[config.mk]
export PLATFORM = sky130hd
export DESIGN_NAME = axi_lite_master_flat
export DESIGN_NICKNAME = d
export VERILOG_FILES = /design/src/rtl/axi_lite_master_pkg.sv /design/src/rtl/axi_lite_master_if.sv /design/src/rtl/axi_lite_timeout_ctr.sv /design/src/rtl/axi_lite_master.sv /design/src/flat_wrapper.sv
export SDC_FILE = /design/constraint.sdc
export NUM_CORES = 1
export LEC_CHECK = 0
export CAP_MARGIN = 20
export CORE_AREA = 2 2 99 101
export CTS_CLUSTER_SIZE = 10
export DETAILED_ROUTE_END_ITERATION = 8
export DIE_AREA = 0 0 101 103
export HOLD_SLACK_MARGIN = 0.06
export PLACE_DENSITY = 0.71
export SETUP_SLACK_MARGIN = 0.05
export SLEW_MARGIN = 20
export SYNTH_ARGS = -nofsm -noshare
export SYNTH_HDL_FRONTEND = slang
export SYNTH_SLANG_ARGS = --single-unit
[constraint.sdc]
create_clock -name ACLK -period 2.7 [get_ports ACLK]
set_clock_uncertainty 0.05 [all_clocks]
set_input_delay 0.54 -clock ACLK [delete_from_list [all_inputs] [get_ports ACLK]]
set_output_delay 0.54 -clock ACLK [all_outputs]
set_load 0.05 [all_outputs]
[src/rtl/axi_lite_master_pkg.sv]
// Shared types and constants for the AXI4-Lite master.
package axi_lite_master_pkg;

   // Transaction sequencer states.
   typedef enum logic [2:0] {
      IDLE    = 3'd0,
      WR_REQ  = 3'd1,
      WR_RESP = 3'd2,
      RD_REQ  = 3'd3,
      RD_DATA = 3'd4,
      RESP    = 3'd5
   } state_t;

   // Default watchdog limit, in cycles spent in a single wait state.
   localparam int unsigned DEFAULT_TIMEOUT_CYCLES = 16;

endpackage

[src/rtl/axi_lite_master_if.sv]
// Client command/response channel plus the AXI4-Lite AW/W/B/AR/R subset.
// Handshake rule on every channel: a transfer happens on the rising clock edge
// where both valid and ready are high; the source keeps valid and its payload
// stable until that edge, and ready may be high before valid arrives.
interface axi_lite_master_if #(
   parameter int ADDR_WIDTH = 4,
   parameter int DATA_WIDTH = 32
);
   // client side
   logic                    cmd_valid;
   logic                    cmd_ready;
   logic                    cmd_write;
   logic [ADDR_WIDTH-1:0]   cmd_addr;
   logic [DATA_WIDTH-1:0]   cmd_wdata;
   logic [DATA_WIDTH/8-1:0] cmd_wstrb;
   logic                    rsp_valid;
   logic                    rsp_ready;
   logic [DATA_WIDTH-1:0]   rsp_rdata;
   logic                    rsp_err;
   // AXI side
   logic [ADDR_WIDTH-1:0]   AWADDR;
   logic                    AWVALID;
   logic                    AWREADY;
   logic [DATA_WIDTH-1:0]   WDATA;
   logic [DATA_WIDTH/8-1:0] WSTRB;
   logic                    WVALID;
   logic                    WREADY;
   logic                    BVALID;
   logic                    BREADY;
   logic [ADDR_WIDTH-1:0]   ARADDR;
   logic                    ARVALID;
   logic                    ARREADY;
   logic [DATA_WIDTH-1:0]   RDATA;
   logic                    RVALID;
   logic                    RREADY;

   modport master (
      input  cmd_valid, cmd_write, cmd_addr, cmd_wdata, cmd_wstrb, rsp_ready,
      input  AWREADY, WREADY, BVALID, ARREADY, RDATA, RVALID,
      output cmd_ready, rsp_valid, rsp_rdata, rsp_err,
      output AWADDR, AWVALID, WDATA, WSTRB, WVALID, BREADY, ARADDR, ARVALID, RREADY
   );

   modport slave (
      output cmd_valid, cmd_write, cmd_addr, cmd_wdata, cmd_wstrb, rsp_ready,
      output AWREADY, WREADY, BVALID, ARREADY, RDATA, RVALID,
      input  cmd_ready, rsp_valid, rsp_rdata, rsp_err,
      input  AWADDR, AWVALID, WDATA, WSTRB, WVALID, BREADY, ARADDR, ARVALID, RREADY
   );
endinterface

[src/rtl/axi_lite_timeout_ctr.sv]
// Wait-state watchdog: counts enabled cycles since the last clear and flags
// the cycle in which the count reaches LIMIT.
module axi_lite_timeout_ctr #(
   parameter int LIMIT = 16
) (
   input  logic ACLK,
   input  logic ARESET,
   input  logic clear,
   input  logic enable,
   output logic expired
);
   localparam int CW = $clog2(LIMIT + 1);

   logic [CW-1:0] cnt_q;

   // Expiry is combinational on the count so the sequencer can leave the wait
   // state on the same edge that completes the LIMIT-th cycle.
   assign expired = enable && (cnt_q == CW'(LIMIT - 1));

   // Cycle counter, restarted on every state change.
   always_ff @(posedge ACLK or posedge ARESET) begin
      if (ARESET)                     cnt_q <= '0;
      else if (clear)                 cnt_q <= '0;
      else if (enable && !expired)    cnt_q <= cnt_q + 1'b1;
   end
endmodule

[src/rtl/axi_lite_master.sv]
// AXI4-Lite master: one client command in, one AXI transaction out, one
// response back. Optional watchdog enabled with macro AXI_MASTER_TIMEOUT_EN.
// All bus/client outputs come straight from flops.
module axi_lite_master
   import axi_lite_master_pkg::*;
#(
   parameter int ADDR_WIDTH     = 4,
   parameter int DATA_WIDTH     = 32,
   parameter int TIMEOUT_CYCLES = DEFAULT_TIMEOUT_CYCLES
) (
   input  logic                     ACLK,
   input  logic                     ARESET,
   axi_lite_master_if.master        bus,
   output state_t                   dbg_state
);
   localparam int STRB_WIDTH = DATA_WIDTH / 8;

   state_t                  state_q, state_d;
   logic [ADDR_WIDTH-1:0]   addr_q, addr_d;
   logic [DATA_WIDTH-1:0]   wdata_q, wdata_d;
   logic [STRB_WIDTH-1:0]   wstrb_q, wstrb_d;
   logic                    cmd_ready_q, cmd_ready_d;
   logic                    awvalid_q, awvalid_d;
   logic                    wvalid_q, wvalid_d;
   logic                    bready_q, bready_d;
   logic                    arvalid_q, arvalid_d;
   logic                    rready_q, rready_d;
   logic                    rsp_valid_q, rsp_valid_d;
   logic [DATA_WIDTH-1:0]   rdata_q, rdata_d;

`ifdef AXI_MASTER_TIMEOUT_EN
   logic err_q, err_d;
   logic expired;
   logic in_wait;

   assign in_wait = (state_q == WR_REQ) || (state_q == WR_RESP) ||
                    (state_q == RD_REQ) || (state_q == RD_DATA);

   axi_lite_timeout_ctr #(.LIMIT(TIMEOUT_CYCLES)) u_timeout (
      .ACLK    (ACLK),
      .ARESET  (ARESET),
      .clear   (state_d != state_q),
      .enable  (in_wait),
      .expired (expired)
   );

   assign bus.rsp_err = err_q;
`else
   assign bus.rsp_err = 1'b0;
`endif

   // Next state and next registered outputs; the direction of the command is
   // carried by the state itself, so only the payload is latched.
   always_comb begin
      state_d     = state_q;
      addr_d      = addr_q;
      wdata_d     = wdata_q;
      wstrb_d     = wstrb_q;
      awvalid_d   = awvalid_q;
      wvalid_d    = wvalid_q;
      bready_d    = bready_q;
      arvalid_d   = arvalid_q;
      rready_d    = rready_q;
      rsp_valid_d = rsp_valid_q;
      rdata_d     = rdata_q;
`ifdef AXI_MASTER_TIMEOUT_EN
      err_d       = err_q;
`endif
      case (state_q)
         IDLE: begin
            if (bus.cmd_valid && cmd_ready_q) begin
               addr_d  = bus.cmd_addr;
               wdata_d = bus.cmd_wdata;
               wstrb_d = bus.cmd_wstrb;
               if (bus.cmd_write) begin
                  state_d   = WR_REQ;
                  awvalid_d = 1'b1;
                  wvalid_d  = 1'b1;
               end else begin
                  state_d   = RD_REQ;
                  arvalid_d = 1'b1;
               end
            end
         end
         WR_REQ: begin
            // AW and W retire independently; move on once both are gone.
            if (awvalid_q && bus.AWREADY) awvalid_d = 1'b0;
            if (wvalid_q && bus.WREADY)   wvalid_d  = 1'b0;
            if (!awvalid_d && !wvalid_d) begin
               state_d  = WR_RESP;
               bready_d = 1'b1;
            end
         end
         WR_RESP: begin
            if (bus.BVALID && bready_q) begin
               bready_d    = 1'b0;
               rdata_d     = '0;
               rsp_valid_d = 1'b1;
               state_d     = RESP;
            end
         end
         RD_REQ: begin
            if (arvalid_q && bus.ARREADY) begin
               arvalid_d = 1'b0;
               rready_d  = 1'b1;
               state_d   = RD_DATA;
            end
         end
         RD_DATA: begin
            if (bus.RVALID && rready_q) begin
               rready_d    = 1'b0;
               rdata_d     = bus.RDATA;
               rsp_valid_d = 1'b1;
               state_d     = RESP;
            end
         end
         RESP: begin
            if (bus.rsp_ready) begin
               rsp_valid_d = 1'b0;
`ifdef AXI_MASTER_TIMEOUT_EN
               err_d       = 1'b0;
`endif
               state_d     = IDLE;
            end
         end
         default: state_d = IDLE;
      endcase
`ifdef AXI_MASTER_TIMEOUT_EN
      // Watchdog abandons the transaction and reports an error response.
      if (expired) begin
         awvalid_d   = 1'b0;
         wvalid_d    = 1'b0;
         bready_d    = 1'b0;
         arvalid_d   = 1'b0;
         rready_d    = 1'b0;
         rdata_d     = '0;
         rsp_valid_d = 1'b1;
         err_d       = 1'b1;
         state_d     = RESP;
      end
`endif
      cmd_ready_d = (state_d == IDLE);
   end

   // State and output registers; reset abandons any transaction in flight.
   always_ff @(posedge ACLK or posedge ARESET) begin
      if (ARESET) begin
         state_q     <= IDLE;
         addr_q      <= '0;
         wdata_q     <= '0;
         wstrb_q     <= '0;
         cmd_ready_q <= 1'b0;
         awvalid_q   <= 1'b0;
         wvalid_q    <= 1'b0;
         bready_q    <= 1'b0;
         arvalid_q   <= 1'b0;
         rready_q    <= 1'b0;
         rsp_valid_q <= 1'b0;
         rdata_q     <= '0;
`ifdef AXI_MASTER_TIMEOUT_EN
         err_q       <= 1'b0;
`endif
      end else begin
         state_q     <= state_d;
         addr_q      <= addr_d;
         wdata_q     <= wdata_d;
         wstrb_q     <= wstrb_d;
         cmd_ready_q <= cmd_ready_d;
         awvalid_q   <= awvalid_d;
         wvalid_q    <= wvalid_d;
         bready_q    <= bready_d;
         arvalid_q   <= arvalid_d;
         rready_q    <= rready_d;
         rsp_valid_q <= rsp_valid_d;
         rdata_q     <= rdata_d;
`ifdef AXI_MASTER_TIMEOUT_EN
         err_q       <= err_d;
`endif
      end
   end

   assign bus.cmd_ready = cmd_ready_q;
   assign bus.rsp_valid = rsp_valid_q;
   assign bus.rsp_rdata = rdata_q;
   assign bus.AWADDR    = addr_q;
   assign bus.AWVALID   = awvalid_q;
   assign bus.WDATA     = wdata_q;
   assign bus.WSTRB     = wstrb_q;
   assign bus.WVALID    = wvalid_q;
   assign bus.BREADY    = bready_q;
   assign bus.ARADDR    = addr_q;
   assign bus.ARVALID   = arvalid_q;
   assign bus.RREADY    = rready_q;
   assign dbg_state     = state_q;
endmodule
[src/flat_wrapper.sv]
// flat-port wrapper written by rule: the top's interface ports become plain ports
module axi_lite_master_flat import axi_lite_master_pkg::*;
#(
   parameter int ADDR_WIDTH     = 4,
   parameter int DATA_WIDTH     = 32,
   parameter int TIMEOUT_CYCLES = DEFAULT_TIMEOUT_CYCLES
)
  (ACLK, ARESET, dbg_state, bus_cmd_valid, bus_cmd_write, bus_cmd_addr, bus_cmd_wdata, bus_cmd_wstrb, bus_rsp_ready, bus_AWREADY, bus_WREADY, bus_BVALID, bus_ARREADY, bus_RDATA, bus_RVALID, bus_cmd_ready, bus_rsp_valid, bus_rsp_rdata, bus_rsp_err, bus_AWADDR, bus_AWVALID, bus_WDATA, bus_WSTRB, bus_WVALID, bus_BREADY, bus_ARADDR, bus_ARVALID, bus_RREADY);
  axi_lite_master_if #(.ADDR_WIDTH(ADDR_WIDTH), .DATA_WIDTH(DATA_WIDTH)) bus_i ();
  input  logic ACLK;
  input  logic ARESET;
  output state_t dbg_state;
  input wire logic [$bits(bus_i.cmd_valid)-1:0] bus_cmd_valid;
  input wire logic [$bits(bus_i.cmd_write)-1:0] bus_cmd_write;
  input wire logic [$bits(bus_i.cmd_addr)-1:0] bus_cmd_addr;
  input wire logic [$bits(bus_i.cmd_wdata)-1:0] bus_cmd_wdata;
  input wire logic [$bits(bus_i.cmd_wstrb)-1:0] bus_cmd_wstrb;
  input wire logic [$bits(bus_i.rsp_ready)-1:0] bus_rsp_ready;
  input wire logic [$bits(bus_i.AWREADY)-1:0] bus_AWREADY;
  input wire logic [$bits(bus_i.WREADY)-1:0] bus_WREADY;
  input wire logic [$bits(bus_i.BVALID)-1:0] bus_BVALID;
  input wire logic [$bits(bus_i.ARREADY)-1:0] bus_ARREADY;
  input wire logic [$bits(bus_i.RDATA)-1:0] bus_RDATA;
  input wire logic [$bits(bus_i.RVALID)-1:0] bus_RVALID;
  output wire logic [$bits(bus_i.cmd_ready)-1:0] bus_cmd_ready;
  output wire logic [$bits(bus_i.rsp_valid)-1:0] bus_rsp_valid;
  output wire logic [$bits(bus_i.rsp_rdata)-1:0] bus_rsp_rdata;
  output wire logic [$bits(bus_i.rsp_err)-1:0] bus_rsp_err;
  output wire logic [$bits(bus_i.AWADDR)-1:0] bus_AWADDR;
  output wire logic [$bits(bus_i.AWVALID)-1:0] bus_AWVALID;
  output wire logic [$bits(bus_i.WDATA)-1:0] bus_WDATA;
  output wire logic [$bits(bus_i.WSTRB)-1:0] bus_WSTRB;
  output wire logic [$bits(bus_i.WVALID)-1:0] bus_WVALID;
  output wire logic [$bits(bus_i.BREADY)-1:0] bus_BREADY;
  output wire logic [$bits(bus_i.ARADDR)-1:0] bus_ARADDR;
  output wire logic [$bits(bus_i.ARVALID)-1:0] bus_ARVALID;
  output wire logic [$bits(bus_i.RREADY)-1:0] bus_RREADY;
  assign bus_i.cmd_valid = bus_cmd_valid;
  assign bus_i.cmd_write = bus_cmd_write;
  assign bus_i.cmd_addr = bus_cmd_addr;
  assign bus_i.cmd_wdata = bus_cmd_wdata;
  assign bus_i.cmd_wstrb = bus_cmd_wstrb;
  assign bus_i.rsp_ready = bus_rsp_ready;
  assign bus_i.AWREADY = bus_AWREADY;
  assign bus_i.WREADY = bus_WREADY;
  assign bus_i.BVALID = bus_BVALID;
  assign bus_i.ARREADY = bus_ARREADY;
  assign bus_i.RDATA = bus_RDATA;
  assign bus_i.RVALID = bus_RVALID;
  assign bus_cmd_ready = bus_i.cmd_ready;
  assign bus_rsp_valid = bus_i.rsp_valid;
  assign bus_rsp_rdata = bus_i.rsp_rdata;
  assign bus_rsp_err = bus_i.rsp_err;
  assign bus_AWADDR = bus_i.AWADDR;
  assign bus_AWVALID = bus_i.AWVALID;
  assign bus_WDATA = bus_i.WDATA;
  assign bus_WSTRB = bus_i.WSTRB;
  assign bus_WVALID = bus_i.WVALID;
  assign bus_BREADY = bus_i.BREADY;
  assign bus_ARADDR = bus_i.ARADDR;
  assign bus_ARVALID = bus_i.ARVALID;
  assign bus_RREADY = bus_i.RREADY;
  axi_lite_master #(.ADDR_WIDTH(ADDR_WIDTH), .DATA_WIDTH(DATA_WIDTH), .TIMEOUT_CYCLES(TIMEOUT_CYCLES)) u_core (.ACLK(ACLK), .ARESET(ARESET), .bus(bus_i), .dbg_state(dbg_state));
endmodule
==> results.py <==
metrics = {
    "logic_synthesis": {
        "yosysSeqAreaShare": 0.642,
        "synth_area_leader_cell": "dfrtp_1",
        "synth_cell_types": 33,
        "netlist_instances": 223,
        "netlist_area_sq_mm": 0.00320,
        "ys_warn_count": 0,
        "syn-num-nets": 305,
        "synth_top_area_frac": 0.642,
        "yosys-top-cells-area": "dfrtp_1, mux2_2, a22o_1",
        "synthFlopType": "dfrtp_1",
        "synth_seq_cells": 82,
        "syn_area_per_cell_sq_um": 14.3,
        "synth-edff-count": 0,
        "synthArstFlopShare": 1.00,
    },
    "timing": {
        "relSlewSlack": 0.636,
        "finalSetupTns_ns": 0,
        "setup_violations": 0,
        "finalHoldViolCount": 0,
        "fin_crit_ns": 2.36,
        "worst_pin_slew_ns": 0.544,
        "slew_viol_final": 0,
        "min_period_over_period": 0.874,
        "timing.fmax_mhz": 424,
        "rsz0062_at_grt": "no",
    },
    "setup_path": {
        "critPathMaxStageDelay_ns": 0.88,
        "critPathTopFamily": "buffers and inverters",
        "critPathMaxFanout": 13,
        "crit_end": "dbg_state[2]",
        "crit_path_start_kind": "flip-flop",
        "critPathRequiredTime_ns": 2.11,
        "r2r_end": "u_core.bus.rsp_rdata[7]$_DFFE_PP0P_",
        "timing.rr.start": "u_core.dbg_state[2]$_DFF_PP0_",
        "critical_path_buf_inv_count": 1,
        "crit_arrival_ns": 1.77,
        "crit_type": "flip-flop to primary output",
        "crit_cells": 1,
        "reg2reg_depth": 5,
        "slowest_stage": "clkdlybuf4s50_1",
        "worstSetupStartpoint": "u_core.dbg_state[2]$_DFF_PP0_",
        "reg2reg_slack_ns": 0.65,
        "setup.worst_path.end_class": "primary output",
        "crit_chain": "clkdlybuf4s50_1",
    },
    "global_route": {
        "antenna_found_initial": 0,
        "grt_pass1_vias": 2500,
        "grt-ovfl-total": 0,
        "grt_pass1_wl_um": 12000,
        "grt_max_degree": 83,
        "grt.total_usage": 0.148,
    },
    "clocking": {
        "postCtsSetupBuffers": 0,
        "clk-insertion-delay-late_ns": 0.33,
        "cts_tree": "done",
        "ctsHoldBuffers": 0,
        "ctsResizeCount": 0,
        "cts.path.max_buffers": 2,
        "cts_made_buffers": 9,
        "clk_pin_slew_ns": 0.08,
        "clockRootBuffer": "clkbuf_8",
        "clock_sinks": 82,
        "cts_max_level": 3,
    },
    "route": {
        "drt_iter0_drc": 75,
        "remaining_drc_errors": 0,
        "via_per_inst": 4.86,
        "num_vias": 2457,
        "wl_per_cell_um": 15.6,
        "wirelength_um": 7880,
        "first_pass_iters": 6,
        "antenna_left": 0,
    },
    "floorplan": {
        "fp-row-count": 36,
        "die_y_um": 103,
        "core_area_sq_mm": 0.00946,
        "ios": 169,
        "dieArea_sq_mm": 0.0104,
        "start_util": 0.338,
        "die_x_um": 101,
    },
    "run_status": {
        "outcome": "finished, final reports clean",
    },
    "hold_path": {
        "worstHoldPathType": "flip-flop to flip-flop",
    },
    "placed_design": {
        "dpl.hpwl_um": 5680,
        "place.gp.congestion": 0.918,
        "port_buffers": 167,
    },
    "finish": {
        "diodes": 0,
        "drive_gt1_frac": 0.161,
        "syn_to_final_growth_pct": 61.8,
        "final_nets": 470,
    },
    "run": {
        "max-cap-violations": 0,
    },
}
-- cell families (layout without fill, tap and decap cells) --
logic type             count (synthesis)  after routing  synth area share
AOI/OAI and AO/OA                     47             47             0.119
buffers and inverters                 24            193            0.0430
DFF                                   82             82             0.642
muxes                                 41             41             0.144
other                                  1              1           0.00117
and+or+nand+nor                       28             28            0.0509
-- routing by layer --
layer,vias to the layer above,global-route usage,wire length (um)
met5,-,0,0
met4,0,0.0613,70
met3,8,0.0468,659
met2,116,0.233,3660
met1,1194,0.190,3490
li1,1139,-,-
-- Yosys cell counts, types with 2 or more instances --
master,instances
nor2b_1,3
mux2_2,40
inv_1,5
nor2_1,2
buf_4,5
nor4bb_1,2
nor3b_1,2
nand4b_1,2
a22o_1,32
a2bb2oi_1,2
o21ai_0,6
buf_6,3
clkbuf_1,5
nand2_1,7
buf_2,5
dfrtp_1,82
nand3_1,4
-- layout make-up --
class | count | area, sq um
Timing Repair Buffer | 172 | 1730
Tap cell | 114 | 143
Clock inverter | 5 | 80.1
Multi-Input combinational cell | 117 | 1010
Fill cell | 827 | 4290
Inverter | 6 | 26.3
Sequential cell | 82 | 2050
Clock buffer | 10 | 128
-- worst min path at each step --
stage / end / from / depth (start not counted) / slack, ns
floorplan: u_core.bus.AWVALID$_DFFE_PP0P_ / bus_AWREADY / 1 / 0.57
global placement: u_core.bus.WDATA[30]$_DFFE_PP0P_ / u_core.bus.WDATA[30]$_DFFE_PP0P_ / 1 / 0.44
detailed placement: u_core.bus.rsp_rdata[31]$_DFFE_PP0P_ / u_core.bus.rsp_rdata[31]$_DFFE_PP0P_ / 1 / 0.44
CTS: u_core.bus.WDATA[27]$_DFFE_PP0P_ / u_core.bus.WDATA[27]$_DFFE_PP0P_ / 1 / 0.46
global route: u_core.bus.WDATA[30]$_DFFE_PP0P_ / u_core.bus.WDATA[30]$_DFFE_PP0P_ / 1 / 0.47
finish: u_core.bus.WDATA[27]$_DFFE_PP0P_ / u_core.bus.WDATA[27]$_DFFE_PP0P_ / 1 / 0.46
-- through the flow --
step                      instance area [sq um]  hold WS, ns  std cells   util  setup slack [ns]
final                                      5170        0.455        506  0.547             0.340
after global routing                       5170        0.466        506  0.547             0.265
after CTS                                  5170        0.460        506  0.547             0.316
after detailed placement                   4970        0.441        491  0.525             0.213
after global placement                     4970        0.436        491  0.525             0.278
after floorplan                            3200        0.575        223      -             0.585
-- layout by cell type (no fill, tap or decap), drive strengths merged --
cell / synthesis / final
nand2b: 1 / 1
clkbuf: 5 / 10
nand4: 1 / 1
nor4: 1 / 1
o21ai: 6 / 6
nor2b: 3 / 3
clkinv: 0 / 1
nor4bb: 2 / 2
or3: 1 / 1
and3: 1 / 1
nor3b: 2 / 2
o221ai: 1 / 1
inv: 6 / 5
a31oi: 1 / 1
o22a: 1 / 1
buf: 13 / 5
nand4b: 2 / 2
a21oi: 1 / 1
nand2: 7 / 7
a2111oi: 1 / 1
nand3: 4 / 4
nor2: 2 / 2
o211ai: 1 / 1
clkdlybuf4s50: 0 / 167
bufinv: 0 / 2
or2: 1 / 1
a21boi: 1 / 1
a22o: 32 / 32
conb: 1 / 1
mux2: 41 / 41
clkinvlp: 0 / 3
dfrtp: 82 / 82
a2bb2oi: 2 / 2
-- state kept, by name (all words and copies together), names as in the netlist --
| signal | count |
|---|---|
| u_core.bus.ARVALID | 1 |
| u_core.bus.WVALID | 1 |
| u_core.bus.ARADDR | 4 |
| u_core.bus.cmd_ready | 1 |
| u_core.bus.rsp_valid | 1 |
| u_core.dbg_state | 3 |
| u_core.bus.WSTRB | 4 |
| u_core.bus.AWVALID | 1 |
| u_core.bus.RREADY | 1 |
| u_core.bus.BREADY | 1 |
| u_core.bus.rsp_rdata | 32 |
| u_core.bus.WDATA | 32 |
Power is left out: the tool's default activity adds up to more than one toggle a clock period on the data nets, which glitch-free logic cannot reach.
